===== src/rtl/booth_pkg.sv =====
// Shared types for the radix-4 Booth multiplier: FSM states,
// Booth digit encoding and the step-count helper.
package booth_pkg;

  typedef enum logic [1:0] {
    IDLE,
    EXEC,
    DONE
  } state_e;

  typedef enum logic [2:0] {
    ZERO,
    POS1,
    POS2,
    NEG1,
    NEG2
  } digit_e;

  // One radix-4 step per two bits of the (WIDTH+2)-bit extended operand
  function automatic int booth_steps(input int width);
    return width / 2 + 1;
  endfunction

endpackage


===== src/rtl/booth_r4_encoder.sv =====
// Radix-4 Booth recoder: 3-bit multiplier window to digit,
// 2M select and negate flag.
module booth_r4_encoder
  import booth_pkg::*;
(
  input  logic [2:0] win_i,
  output digit_e     digit_o,
  output logic       sel2_o,
  output logic       neg_o
);

  always_comb begin
    digit_o = ZERO;
    unique case (win_i)
      3'b001, 3'b010: digit_o = POS1;
      3'b011:         digit_o = POS2;
      3'b100:         digit_o = NEG2;
      3'b101, 3'b110: digit_o = NEG1;
      default:        digit_o = ZERO;
    endcase
  end

  assign sel2_o = (digit_o == POS2) || (digit_o == NEG2);
  assign neg_o  = (digit_o == NEG1) || (digit_o == NEG2);

endmodule


===== src/rtl/booth_r4_multiplier.sv =====
// Sequential radix-4 Booth multiplier, signed/unsigned per operation.
// Optional early termination under BOOTH_EARLY_TERM_EN.
module booth_r4_multiplier
  import booth_pkg::*;
#(
  parameter int WIDTH = 64
) (
  input  logic               clk,
  input  logic               reset,
  input  logic               op_start,
  input  logic               op_clear,
  input  logic               signed_mode,
  input  logic [WIDTH-1:0]   multiplier,
  input  logic [WIDTH-1:0]   multiplicand,
  output logic               busy,
  output logic               op_done,
  output logic [2*WIDTH-1:0] result
);

  localparam int E  = WIDTH + 2;
  localparam int AW = E + 2;
  localparam int PW = AW + E + 1;
  localparam int RW = 2 * WIDTH;
  localparam int N  = booth_steps(WIDTH);
  localparam int CW = $clog2(N + 1);

  state_e          state_q, state_d;
  logic [CW-1:0]   cnt_q, cnt_d;
  logic [PW-1:0]   acc_q, acc_d;
  logic [AW-1:0]   m_q, m_d;
  logic [RW-1:0]   result_q, result_d;

  digit_e          digit;
  logic            sel2;
  logic            neg;
  logic [AW-1:0]   a_hi;
  logic [AW-1:0]   pp;
  logic [AW-1:0]   pp_x;
  logic [AW-1:0]   sum;
  logic signed [PW-1:0] cat;
  logic [PW-1:0]   stepped;
  logic            last;
  logic            finish;
  logic [RW-1:0]   fin_res;
  logic [E-1:0]    q_ext;
  logic [AW-1:0]   m_ext;

  booth_r4_encoder u_enc (
    .win_i   (acc_q[2:0]),
    .digit_o (digit),
    .sel2_o  (sel2),
    .neg_o   (neg)
  );

  // Accumulator layout: {A[AW-1:0], Q[E-1:0], q_-1}
  assign a_hi = acc_q[PW-1 -: AW];

  always_comb begin
    pp = '0;
    if (digit != ZERO) begin
      pp = sel2 ? {m_q[AW-2:0], 1'b0} : m_q;
    end
  end

  assign pp_x    = neg ? ~pp : pp;
  assign sum     = a_hi + pp_x + {{(AW-1){1'b0}}, neg};
  assign cat     = {sum, acc_q[E:0]};
  assign stepped = cat >>> 2;
  assign last    = (cnt_q == CW'(N - 1));

`ifdef BOOTH_EARLY_TERM_EN
  localparam int SW = $clog2(E + 1);

  logic [CW-1:0]          rem;
  logic [SW-1:0]          sh;
  logic [E-1:0]           mask;
  logic                   et_hit;
  logic signed [PW-2:0]   ps;

  // Remaining windows see only copies of one bit: all digits are zero
  assign rem     = CW'(N - 1) - cnt_q;
  assign sh      = SW'({rem, 1'b0});
  assign mask    = (E'(1) << sh) - E'(1);
  assign et_hit  = ((stepped[E:1] ^ {E{stepped[0]}}) & mask) == '0;
  assign ps      = stepped[PW-1:1];
  assign fin_res = RW'(ps >>> sh);
  assign finish  = last | et_hit;
`else
  assign fin_res = stepped[RW:1];
  assign finish  = last;
`endif

  assign q_ext = signed_mode ? {{2{multiplier[WIDTH-1]}}, multiplier}
                             : {2'b00, multiplier};
  assign m_ext = signed_mode ? {{4{multiplicand[WIDTH-1]}}, multiplicand}
                             : {4'b0000, multiplicand};

  always_comb begin
    state_d  = state_q;
    cnt_d    = cnt_q;
    acc_d    = acc_q;
    m_d      = m_q;
    result_d = result_q;
    if (op_clear) begin
      state_d  = IDLE;
      cnt_d    = '0;
      acc_d    = '0;
      result_d = '0;
    end else begin
      unique case (state_q)
        IDLE: begin
          if (op_start) begin
            state_d  = EXEC;
            cnt_d    = '0;
            acc_d    = {{AW{1'b0}}, q_ext, 1'b0};
            m_d      = m_ext;
            result_d = '0;
          end
        end
        EXEC: begin
          acc_d = stepped;
          cnt_d = cnt_q + 1'b1;
          if (finish) begin
            state_d  = DONE;
            result_d = fin_res;
          end
        end
        DONE: begin
          state_d = DONE;
        end
        default: begin
          state_d = IDLE;
        end
      endcase
    end
  end

  always_ff @(posedge clk or posedge reset) begin
    if (reset) begin
      state_q  <= IDLE;
      cnt_q    <= '0;
      acc_q    <= '0;
      m_q      <= '0;
      result_q <= '0;
    end else begin
      state_q  <= state_d;
      cnt_q    <= cnt_d;
      acc_q    <= acc_d;
      m_q      <= m_d;
      result_q <= result_d;
    end
  end

  assign busy    = (state_q == EXEC);
  assign op_done = (state_q == DONE);
  assign result  = result_q;

endmodule


===== config.mk =====
export PLATFORM = sky130hd
export DESIGN_NAME = booth_r4_multiplier
export DESIGN_NICKNAME = d
export VERILOG_FILES = /design/src/rtl/booth_pkg.sv /design/src/rtl/booth_r4_encoder.sv /design/src/rtl/booth_r4_multiplier.sv
export SDC_FILE = /design/constraint.sdc
export NUM_CORES = 1
export LEC_CHECK = 0
export CAP_MARGIN = 20
export CORE_UTILIZATION = 51
export CTS_BUF_LIST = sky130_fd_sc_hd__clkbuf_4 sky130_fd_sc_hd__clkbuf_8
export DETAILED_ROUTE_END_ITERATION = 8
export PLACE_DENSITY = 0.83
export SYNTH_ARGS = -nofsm -noshare
export SYNTH_HDL_FRONTEND = slang
export SYNTH_HIERARCHICAL = 1
export SYNTH_SLANG_ARGS = --single-unit
export TNS_END_PERCENT = 5

===== constraint.sdc =====
create_clock -name clk -period 14.1 [get_ports clk]
set_input_delay 1.41 -clock clk [delete_from_list [all_inputs] [get_ports clk]]
set_output_delay 1.41 -clock clk [all_outputs]
set_load 0.05 [all_outputs]

==> impl_metrics.env, run 1 <==
export IMPL_die_x_microns=195
export IMPL_first_global_vias=16000
export IMPL_status="complete, no violations"
export IMPL_pin_count=263
export IMPL_clockRootBuffer="clkbuf_8"
export IMPL_antenna_cells=0
export IMPL_post_cts_buffers=0
export IMPL_avgSynthCellArea_sq_um=9.34
export IMPL_power_leakage_nw=10.8
export IMPL_dp_hpwl_microns=36400
export IMPL_grt_max_degree=114
export IMPL_r2r_end="acc_q[127]$_DFFE_PP0P_"
export IMPL_rsz0062_at_grt="no"
export IMPL_hold_buffers=0
export IMPL_end_kind="register"
export IMPL_start_util=0.520
export IMPL_irDropWorstVdd_mv=0.147
export IMPL_crit_type="register to register"
export IMPL_min_from="result[70]$_DFFE_PP0P_"
export IMPL_ys_warn_count=6
export IMPL_slowest_stage="buf_4"
export IMPL_finalHoldViolCount=0
export IMPL_finalNetCount=2444
export IMPL_drc_errors=0
export IMPL_comb_power_share=0.562
export IMPL_syn_nets=2248
export IMPL_seq_area_frac_synth=0.438
export IMPL_period_share=0.396
export IMPL_hp_class="register to register"
export IMPL_antenna_found_initial=0
export IMPL_cts_sinks=334
export IMPL_area_growth_pct=21.8
export IMPL_cts_buffers=55
export IMPL_gp_congestion=0.941
export IMPL_netlist_top_cells_area="dfrtp_1, nand2_1, mux2i_1, ha_1, xor2_1"
export IMPL_setup_violations=0
export IMPL_swShare=0.480
export IMPL_cts_buffer_depth=3
export IMPL_pwr_share_clk=0.171
export IMPL_dieHeight_microns=195
export IMPL_wl_per_cell_microns=19.4
export IMPL_synth_top_cell_by_area="dfrtp_1"
export IMPL_grt_pass1_wl_microns=84800
export IMPL_cts_tree="built"
export IMPL_setup_tns_ps=0
export IMPL_path_cells="nor3b_1 -> or2_4 -> buf_4 -> mux2i_1 -> nor2_1 -> xor2_1 -> ha_1 -> a21oi_1 -> o21ai_1 -> a2111oi_1 -> o21ai_0 -> nor4_1 -> nor2_1 -> a21oi_1 -> o31ai_1 -> xor2_1 -> a22o_1"
export IMPL_min_path_cells=2
export IMPL_async_flop_share=1.00
export IMPL_drt_first_pass_iters=7
export IMPL_synth_cell_area_sq_um=19100
export IMPL_rr_startpoint="acc_q[0]$_DFFE_PP0P_"
export IMPL_core_area_sq_um=36700
export IMPL_place_area_sq_um=21900
export IMPL_period_needed_ps=5580
export IMPL_synth_edf_count=0
export IMPL_max_slew_margin=0.202
export IMPL_fillCellCount=3039
export IMPL_ant_nets=0
export IMPL_cts_clk_slew_worst_paths_ps=70
export IMPL_fin_skew_ps=49.1
export IMPL_fin_area_sq_um=23200
export IMPL_layout_drive_gt1_share=0.0965
export IMPL_worstPathArrival_ps=6150
export IMPL_grt_use_total=0.277
export IMPL_grt_overflow_total=0
export IMPL_power_share_sequential=0.267
export IMPL_synth_distinct_cells=81
export IMPL_synthCells=2043
export IMPL_synth_top_area_frac=0.438
export IMPL_drt_total_wl_microns=53300
export IMPL_ctsResizeCount=0
export IMPL_vias=16100
export IMPL_cp_max_fo=33
export IMPL_regToRegSetupSlack_ps=8520
export IMPL_num_rows=70
export IMPL_drt_iter0_drc=1215
export IMPL_io_buffers=262
export IMPL_p_int_w=0.00295
export IMPL_start_kind="register"
export IMPL_fin_hold_ws_ps=464
export IMPL_fmax_ghz=0.179
export IMPL_synth_commonest_cells="nand2_1, dfrtp_1, mux2i_1"
export IMPL_cap_violations=0
export IMPL_synthFlopType="dfrtp_1"
export IMPL_synth_seq_cells=334
export IMPL_finalMaxSlewViolations=0
export IMPL_cpPeakStageDelay_ps=610
export IMPL_min_to="result[70]$_DFFE_PP0P_"
export IMPL_die_area_sq_um=38200
export IMPL_clkLatencyLatePin_ps=690
export IMPL_worstPathRequired_ps=14670
export IMPL_powerDensity_nw_per_um2=244
export IMPL_synth_most_common_cell="nand2_1"
export IMPL_htreeDepth=2
export IMPL_worstMarginPinSlew_ps=1200
export IMPL_power_net_switching_w=0.00272
export IMPL_worstRegToRegCells=17
export IMPL_routed_via_density=5.84
[power groups by stage]
stage / Clock, W / Combinational [W] / Sequential (W)
6_report: 0.000967 / 0.00318 / 0.00151
3_5_place_dp: 0 / 0.00312 / 0.00152
4_1_cts: 0.000988 / 0.00314 / 0.00151
2_1_floorplan: 0 / 0.00208 / 0.00172
5_1_grt: 0.00103 / 0.00342 / 0.00155
3_3_place_gp: 0 / 0.00306 / 0.00151
[final cells by class]
class	instances	area (sq um)	share of cell area
flip-flops and latches	334	8360	0.360
inverters	23	93.8	0.00404
clock inverters	11	164	0.00705
clock buffers	87	1100	0.0475
repair buffers	281	2800	0.120
well taps	468	586	0.0252
multi-input cells	1544	10100	0.436
[critical path, delay by kind of cell (launching register included)]
family                   cells  cell delay (ps)
buffers and inverters        1              610
AND/OR/NAND/NOR              5             1670
AO/OA/AOI/OAI                7             1770
adder cells (fa/ha/maj)      1              400
multiplexers                 1              250
flip-flops                   1              430
XOR/XNOR                     2              340
[how the worst max path moves through the flow]
stage / startpoint / end / slack (ps)
after floorplan: reset / acc_q[0]$_DFFE_PP0P_ / 3440
after global placement: acc_q[0]$_DFFE_PP0P_ / result[126]$_DFFE_PP0P_ / 8610
after detailed placement: acc_q[0]$_DFFE_PP0P_ / acc_q[127]$_DFFE_PP0P_ / 8510
after CTS: acc_q[0]$_DFFE_PP0P_ / acc_q[127]$_DFFE_PP0P_ / 8510
after global routing: acc_q[0]$_DFFE_PP0P_ / result[126]$_DFFE_PP0P_ / 7910
final: acc_q[0]$_DFFE_PP0P_ / acc_q[127]$_DFFE_PP0P_ / 8520
[metal layers]
metal | routed length, microns | share of wire | track usage | vias to the layer above
met3 | 4080 | 0.077 | 0.0565 | 120
li1 | - | - | - | 7534
met2 | 24300 | 0.46 | 0.439 | 620
met5 | 0 | 0 | 0 | -
met1 | 23300 | 0.44 | 0.379 | 7788
met4 | 1550 | 0.029 | 0.0959 | 0
[through the flow]
stage          setup WS [ps]  power, W  std cells   util
3_5_place_dp            8510   0.00464       2648  0.597
5_1_grt                 7910   0.00600       2748  0.633
3_3_place_gp            8610   0.00457       2648  0.597
2_1_floorplan           3440   0.00380       2043      -
6_report                8520   0.00566       2748  0.633
4_1_cts                 8510   0.00564       2746  0.632
[logic make-up after synthesis]
group / synth area share
and+or+nand+nor: 0.162
adders and majority gates: 0.0476
AOI/OAI and AO/OA: 0.157
DFF: 0.438
buffers and inverters: 0.0334
muxes: 0.105
xor gates and xnor gates: 0.0569
[layout by cell type (no fill, tap or decap), types with 4 or more instances in the layout]
cell type and count:
a21o_1 42, a21oi_1 89, a22o_1 32, a31oi_1 8
a32o_1 6, and2_1 5, and3_1 5, and4_1 4
buf_4 17, clkbuf_4 15, clkbuf_8 72, clkdlybuf4s50_1 261
clkinv_2 5, dfrtp_1 334, ha_1 70, inv_1 22
mux2_2 64, mux2i_1 129, nand2_1 429, nand2b_1 9
nand3_1 82, nand4_1 21, nor2_1 114, nor2b_1 8
nor3_1 10, o21a_1 13, o21ai_0 88, o21ai_1 7
o21bai_1 18, o31ai_1 80, or3_1 6, xnor2_1 30
xor2_1 94
[sequential cells by signal, indices dropped and copies added, names as in the netlist]
signal and cells:
acc_q 133, cnt_q 6, m_q 65, result 128, state_q 2
(Power assumes the default switching activity.)
==> inputs of run 2 (changes only) <==
- PLACE_DENSITY: 0.83 -> 0.86
- clock period: 14.1 -> 4.56 ns (I/O delays scaled with it)
==> impl_metrics.env, run 2 (same netlist as run 1, synthesis figures left out) <==
export IMPL_status="complete, no violations"
export IMPL_grt_overflow_total=0
export IMPL_num_rows=70
export IMPL_setup_violations=0
export IMPL_wl_per_cell_microns=19.5
export IMPL_gp_congestion=0.947
export IMPL_dp_cells=2687
export IMPL_finalHoldViolCount=0
export IMPL_worstMarginPinSlew_ps=1110
export IMPL_drt_first_pass_iters=8
export IMPL_layout_drive_gt1_share=0.121
export IMPL_crit_type="register to register"
export IMPL_fin_skew_ps=44.1
export IMPL_power_leakage_nw=11.2
export IMPL_first_global_vias=16400
export IMPL_cp_common_cell="xor2_1"
export IMPL_path_cells="and3b_1 -> or2_4 -> buf_16 -> mux2i_1 -> nor2_1 -> xor2_1 -> ha_1 -> nand4_1 -> o21ai_1 -> or4b_1 -> o21a_2 -> a211oi_4 -> o31a_4 -> o21a_4 -> o21bai_2 -> xor2_1 -> a22o_1"
export IMPL_grt_use_total=0.285
export IMPL_regToRegSetupSlack_ps=120
export IMPL_routed_via_density=5.85
export IMPL_start_util=0.520
export IMPL_dieHeight_microns=195
export IMPL_clkLatencyLatePin_ps=670
export IMPL_period_needed_ps=4440
export IMPL_most_common_layout_cells="nand2_1, dfrtp_1, clkdlybuf4s50_1"
export IMPL_cts_tree="built"
export IMPL_pre_cts_ws_ps=53.1
export IMPL_layout_commonest_cell="nand2_1"
export IMPL_finalNetCount=2490
export IMPL_cts_clk_slew_worst_paths_ps=60
export IMPL_cp_max_fo=16
export IMPL_vias=16400
export IMPL_rr_startpoint="acc_q[0]$_DFFE_PP0P_"
export IMPL_ant_nets=0
export IMPL_end_kind="register"
export IMPL_drt_total_wl_microns=54600
export IMPL_start_kind="register"
export IMPL_cts_buffer_depth=3
export IMPL_dp_hpwl_microns=37700
export IMPL_worstPathArrival_ps=4970
export IMPL_grt_pass1_wl_microns=87200
export IMPL_pin_count=263
export IMPL_core_area_sq_um=36700
export IMPL_hp_class="input port to register"
export IMPL_worstPathRequired_ps=5090
export IMPL_io_buffers=262
export IMPL_cts_sinks=334
export IMPL_hold_buffers=0
export IMPL_finalMaxSlewViolations=0
export IMPL_area_growth_pct=25.2
export IMPL_finalWorstSetupSlack_ps=120
export IMPL_r2r_end="acc_q[124]$_DFFE_PP0P_"
export IMPL_cpPeakStageDelay_ps=510
export IMPL_crit_end="acc_q[124]$_DFFE_PP0P_"
export IMPL_fmax_ghz=0.225
export IMPL_clockRootBuffer="clkbuf_8"
export IMPL_htreeDepth=2
export IMPL_die_x_microns=195
export IMPL_max_slew_margin=0.263
export IMPL_worstRegToRegCells=17
export IMPL_irDropWorstVdd_mv=0.465
export IMPL_powerDensity_nw_per_um2=767
export IMPL_drt_iter0_drc=1233
export IMPL_die_area_sq_um=38200
export IMPL_largest_reg_flops=133
export IMPL_slowest_stage="or4b_1"
export IMPL_crit_path_start="acc_q[0]$_DFFE_PP0P_"
export IMPL_cp_depth=17
export IMPL_grt_max_degree=231
export IMPL_largest_register="acc_q"
export IMPL_drc_errors=0
export IMPL_path_delay_family="compound AO/OA/AOI/OAI gates"
export IMPL_period_share=0.974
export IMPL_critPathBufInv=1
export IMPL_cap_violations=0
export IMPL_cts_buffers=56
export IMPL_fin_cells=2799
export IMPL_antenna_found_initial=1
## run 2: cell type report
type / instances / area, sq um
repair buffers: 326 / 3270
clock inverters: 12 / 213
flip-flops and latches: 334 / 8360
multi-input cells: 1544 / 10200
diodes: 1 / 2.50
well taps: 468 / 586
inverters: 23 / 90.1
fillers: 2869 / 12800
clock buffers: 91 / 1160
## run 2: what timing repair did
item | CTS | global route
resized for setup | 0 | 22
buffers inserted | 0 | 6
setup endpoints to repair | 0 | 54
hold endpoints to repair | 0 | 0
## run 2: per-layer routing
| metal | track usage | share of wire |
|---|---|---|
| met5 | 0 | 0 |
| met4 | 0.106 | 0.028 |
| met3 | 0.0496 | 0.069 |
| met2 | 0.459 | 0.47 |
| met1 | 0.386 | 0.44 |
## run 2: how the worst min path moves through the flow
stage                           startpoint                endpoint  cells after the start
finish                            op_clear  state_q[1]$_DFFE_PP0P_                      2
global route                      op_clear  state_q[1]$_DFFE_PP0P_                      2
CTS                               op_clear  state_q[1]$_DFFE_PP0P_                      2
detailed placement  result[52]$_DFFE_PP0P_  result[52]$_DFFE_PP0P_                      2
global placement    result[28]$_DFFE_PP0P_  result[28]$_DFFE_PP0P_                      2
floorplan           acc_q[100]$_DFFE_PP0P_  acc_q[100]$_DFFE_PP0P_                      2
## run 2: report_power, final
| group | internal [W] | leakage (nW) | switching (W) |
|---|---|---|---|
| clock network | 0.00191 | 0.715 | 0.00130 |
| logic | 0.00391 | 6.01 | 0.00653 |
| registers | 0.00392 | 4.44 | 0.000774 |
| total | 0.00974 | 11.2 | 0.00860 |
## run 2: metrics by stage
step	util	TNS, ps	total power (W)	hold slack, ps	instance area, sq um
detailed placement	0.608	0	0.0148	454	22300
global placement	0.608	0	0.0146	448	22300
CTS	0.646	0	0.0181	184	23700
global route	0.651	-244	0.0195	214	23900
floorplan	-	-120990	0.0118	445	19100
finish	0.651	0	0.0183	208	23900
==> inputs of run 3 (changes only) <==
- SETUP_SLACK_MARGIN: unset -> 0.2
==> impl_metrics.env, run 3 (same netlist as run 1, synthesis figures left out) <==
export IMPL_layout_commonest_cell="nand2_1"
export IMPL_hold_buffers=0
export IMPL_p_total_w=0.0187
export IMPL_status="complete, no violations"
export IMPL_start_kind="register"
export IMPL_cpPeakStageDelay_ps=440
export IMPL_finalNetCount=2501
export IMPL_core_area_sq_um=36700
export IMPL_cts_tree="built"
export IMPL_period_share=0.952
export IMPL_fin_skew_ps=46.6
export IMPL_cp_max_fo=15
export IMPL_period_needed_ps=4340
export IMPL_slowest_stage="dfrtp_2"
export IMPL_io_buffers=262
export IMPL_finalMaxSlewViolations=0
export IMPL_num_rows=70
export IMPL_largest_reg_flops=133
export IMPL_pre_cts_ws_ps=53.1
export IMPL_powerDensity_nw_per_um2=772
export IMPL_dieHeight_microns=195
export IMPL_worstMarginPinSlew_ps=1120
export IMPL_grt_pass1_wl_microns=87700
export IMPL_routed_via_density=5.90
export IMPL_first_global_vias=16500
export IMPL_dp_hpwl_microns=37700
export IMPL_worstPathArrival_ps=4860
export IMPL_gp_congestion=0.947
export IMPL_path_delay_family="compound AO/OA/AOI/OAI gates"
export IMPL_cap_violations=0
export IMPL_end_kind="register"
export IMPL_ant_nets=0
export IMPL_power_net_switching_w=0.00876
export IMPL_area_growth_pct=26.8
export IMPL_drt_iter0_drc=1235
export IMPL_swShare=0.469
export IMPL_htreeDepth=2
export IMPL_fmax_ghz=0.230
export IMPL_drt_first_pass_iters=7
export IMPL_grt_use_total=0.287
export IMPL_grt_max_degree=231
export IMPL_crit_type="register to register"
export IMPL_setup_tns_ps=0
export IMPL_vias=16600
export IMPL_fillCellCount=2838
export IMPL_most_common_layout_cells="nand2_1, dfrtp_1, clkdlybuf4s50_1"
export IMPL_max_slew_margin=0.251
export IMPL_irDropWorstVdd_mv=0.471
export IMPL_setup_violations=0
export IMPL_power_share_sequential=0.252
export IMPL_cts_clk_slew_worst_paths_ps=60
export IMPL_grt_overflow_total=0
export IMPL_clockRootBuffer="clkbuf_8"
export IMPL_rsz0062_at_grt="yes"
export IMPL_path_cells="xor2_2 -> a21o_1 -> nor3_4 -> buf_6 -> clkbuf_16 -> nor2_1 -> xor2_1 -> ha_4 -> nand4_1 -> and2b_2 -> a221oi_2 -> o211ai_1 -> o2111ai_2 -> a21oi_4 -> buf_4 -> buf_4 -> a21oi_2 -> xor2_1 -> o31ai_1"
export IMPL_worstPathRequired_ps=5080
export IMPL_wl_per_cell_microns=19.7
export IMPL_pwr_share_clk=0.171
export IMPL_largest_register="acc_q"
export IMPL_antenna_found_initial=1
export IMPL_regToRegSetupSlack_ps=220
export IMPL_die_area_sq_um=38200
export IMPL_die_x_microns=195
export IMPL_finalHoldViolCount=0
export IMPL_cts_sinks=334
export IMPL_clkLatencyLatePin_ps=670
export IMPL_pin_count=263
export IMPL_cts_buffer_depth=3
export IMPL_hp_class="input port to register"
export IMPL_critPathBufInv=4
export IMPL_comb_power_share=0.577
export IMPL_cts_buffers=56
export IMPL_power_leakage_nw=11.3
export IMPL_drt_total_wl_microns=55400
export IMPL_layout_drive_gt1_share=0.140
export IMPL_drc_errors=0
export IMPL_p_int_w=0.00993
export IMPL_finalWorstSetupSlack_ps=218
export IMPL_start_util=0.520
-- run 3: cell types whose count changed in the layout (fill, tap and decap cells not counted), sizes merged --
| cell | before | now |
|---|---|---|
| buf | 63 | 74 |
-- run 3: power by group through the flow --
stage	registers [W]	clock network (W)	logic [W]
4_1_cts	0.00469	0.00325	0.0102
5_1_grt	0.00482	0.00338	0.0116
6_report	0.00470	0.00320	0.0108
2_1_floorplan	0.00533	0	0.00644
3_5_place_dp	0.00473	0	0.0101
3_3_place_gp	0.00468	0	0.00991
-- run 3: worst paths after layout --
check | startpoint | end | cells past startpoint
worst max-delay path | acc_q[0]$_DFFE_PP0P_ | result[121]$_DFFE_PP0P_ | 19
worst min-delay path | op_clear | state_q[1]$_DFFE_PP0P_ | 2
worst max register to register | acc_q[0]$_DFFE_PP0P_ | result[121]$_DFFE_PP0P_ | 19
worst min register to register | result[7]$_DFFE_PP0P_ | result[7]$_DFFE_PP0P_ | 2
max in group asynchronous | reset | result[45]$_DFFE_PP0P_ | 3
min in group asynchronous | reset | result[58]$_DFFE_PP0P_ | 2
-- run 3: final cells by class --
cell class,instances,area [sq um],share of cell area
tap,468,586,0.0242
antenna,1,2.50,0.000103
sequential,334,8360,0.345
inverter,23,90.1,0.00372
clock buffer,91,1160,0.0481
multi-input combinational,1544,10400,0.429
clock inverter,12,213,0.00879
timing repair buffer,337,3400,0.140
-- run 3: through the flow --
stage,hold slack (ps),utilization,cells,area (sq um)
3_5_place_dp,454,0.608,2687,22300
4_1_cts,184,0.648,2793,23800
2_1_floorplan,445,-,2043,19100
6_report,209,0.660,2810,24200
3_3_place_gp,448,0.608,2687,22300
5_1_grt,213,0.660,2810,24200
-- run 3: per-layer routing --
layer  vias to the layer above  global-route usage  share of wire
li1                       7669                   -              -
met1                      8113               0.388           0.43
met2                       667               0.461           0.46
met3                       132              0.0489          0.076
met4                         0               0.108          0.031
met5                         -                   0              0
-- run 3: worst reg2reg max path: cells and delay by family (launching register included) --
family | cells | cell delay (ps)
buf+inv | 4 | 610
simple gates | 4 | 770
flops | 1 | 440
compound gates | 7 | 1370
fa+ha+maj | 1 | 280
xor+xnor | 3 | 740
-- run 3: timing repair --
item / 4_1_cts / 5_1_grt
cloned: 1 / 2
pin swaps: 3 / 44
setup endpoints to repair: 31 / 59
resized for setup: 5 / 69
buffers inserted: 2 / 14
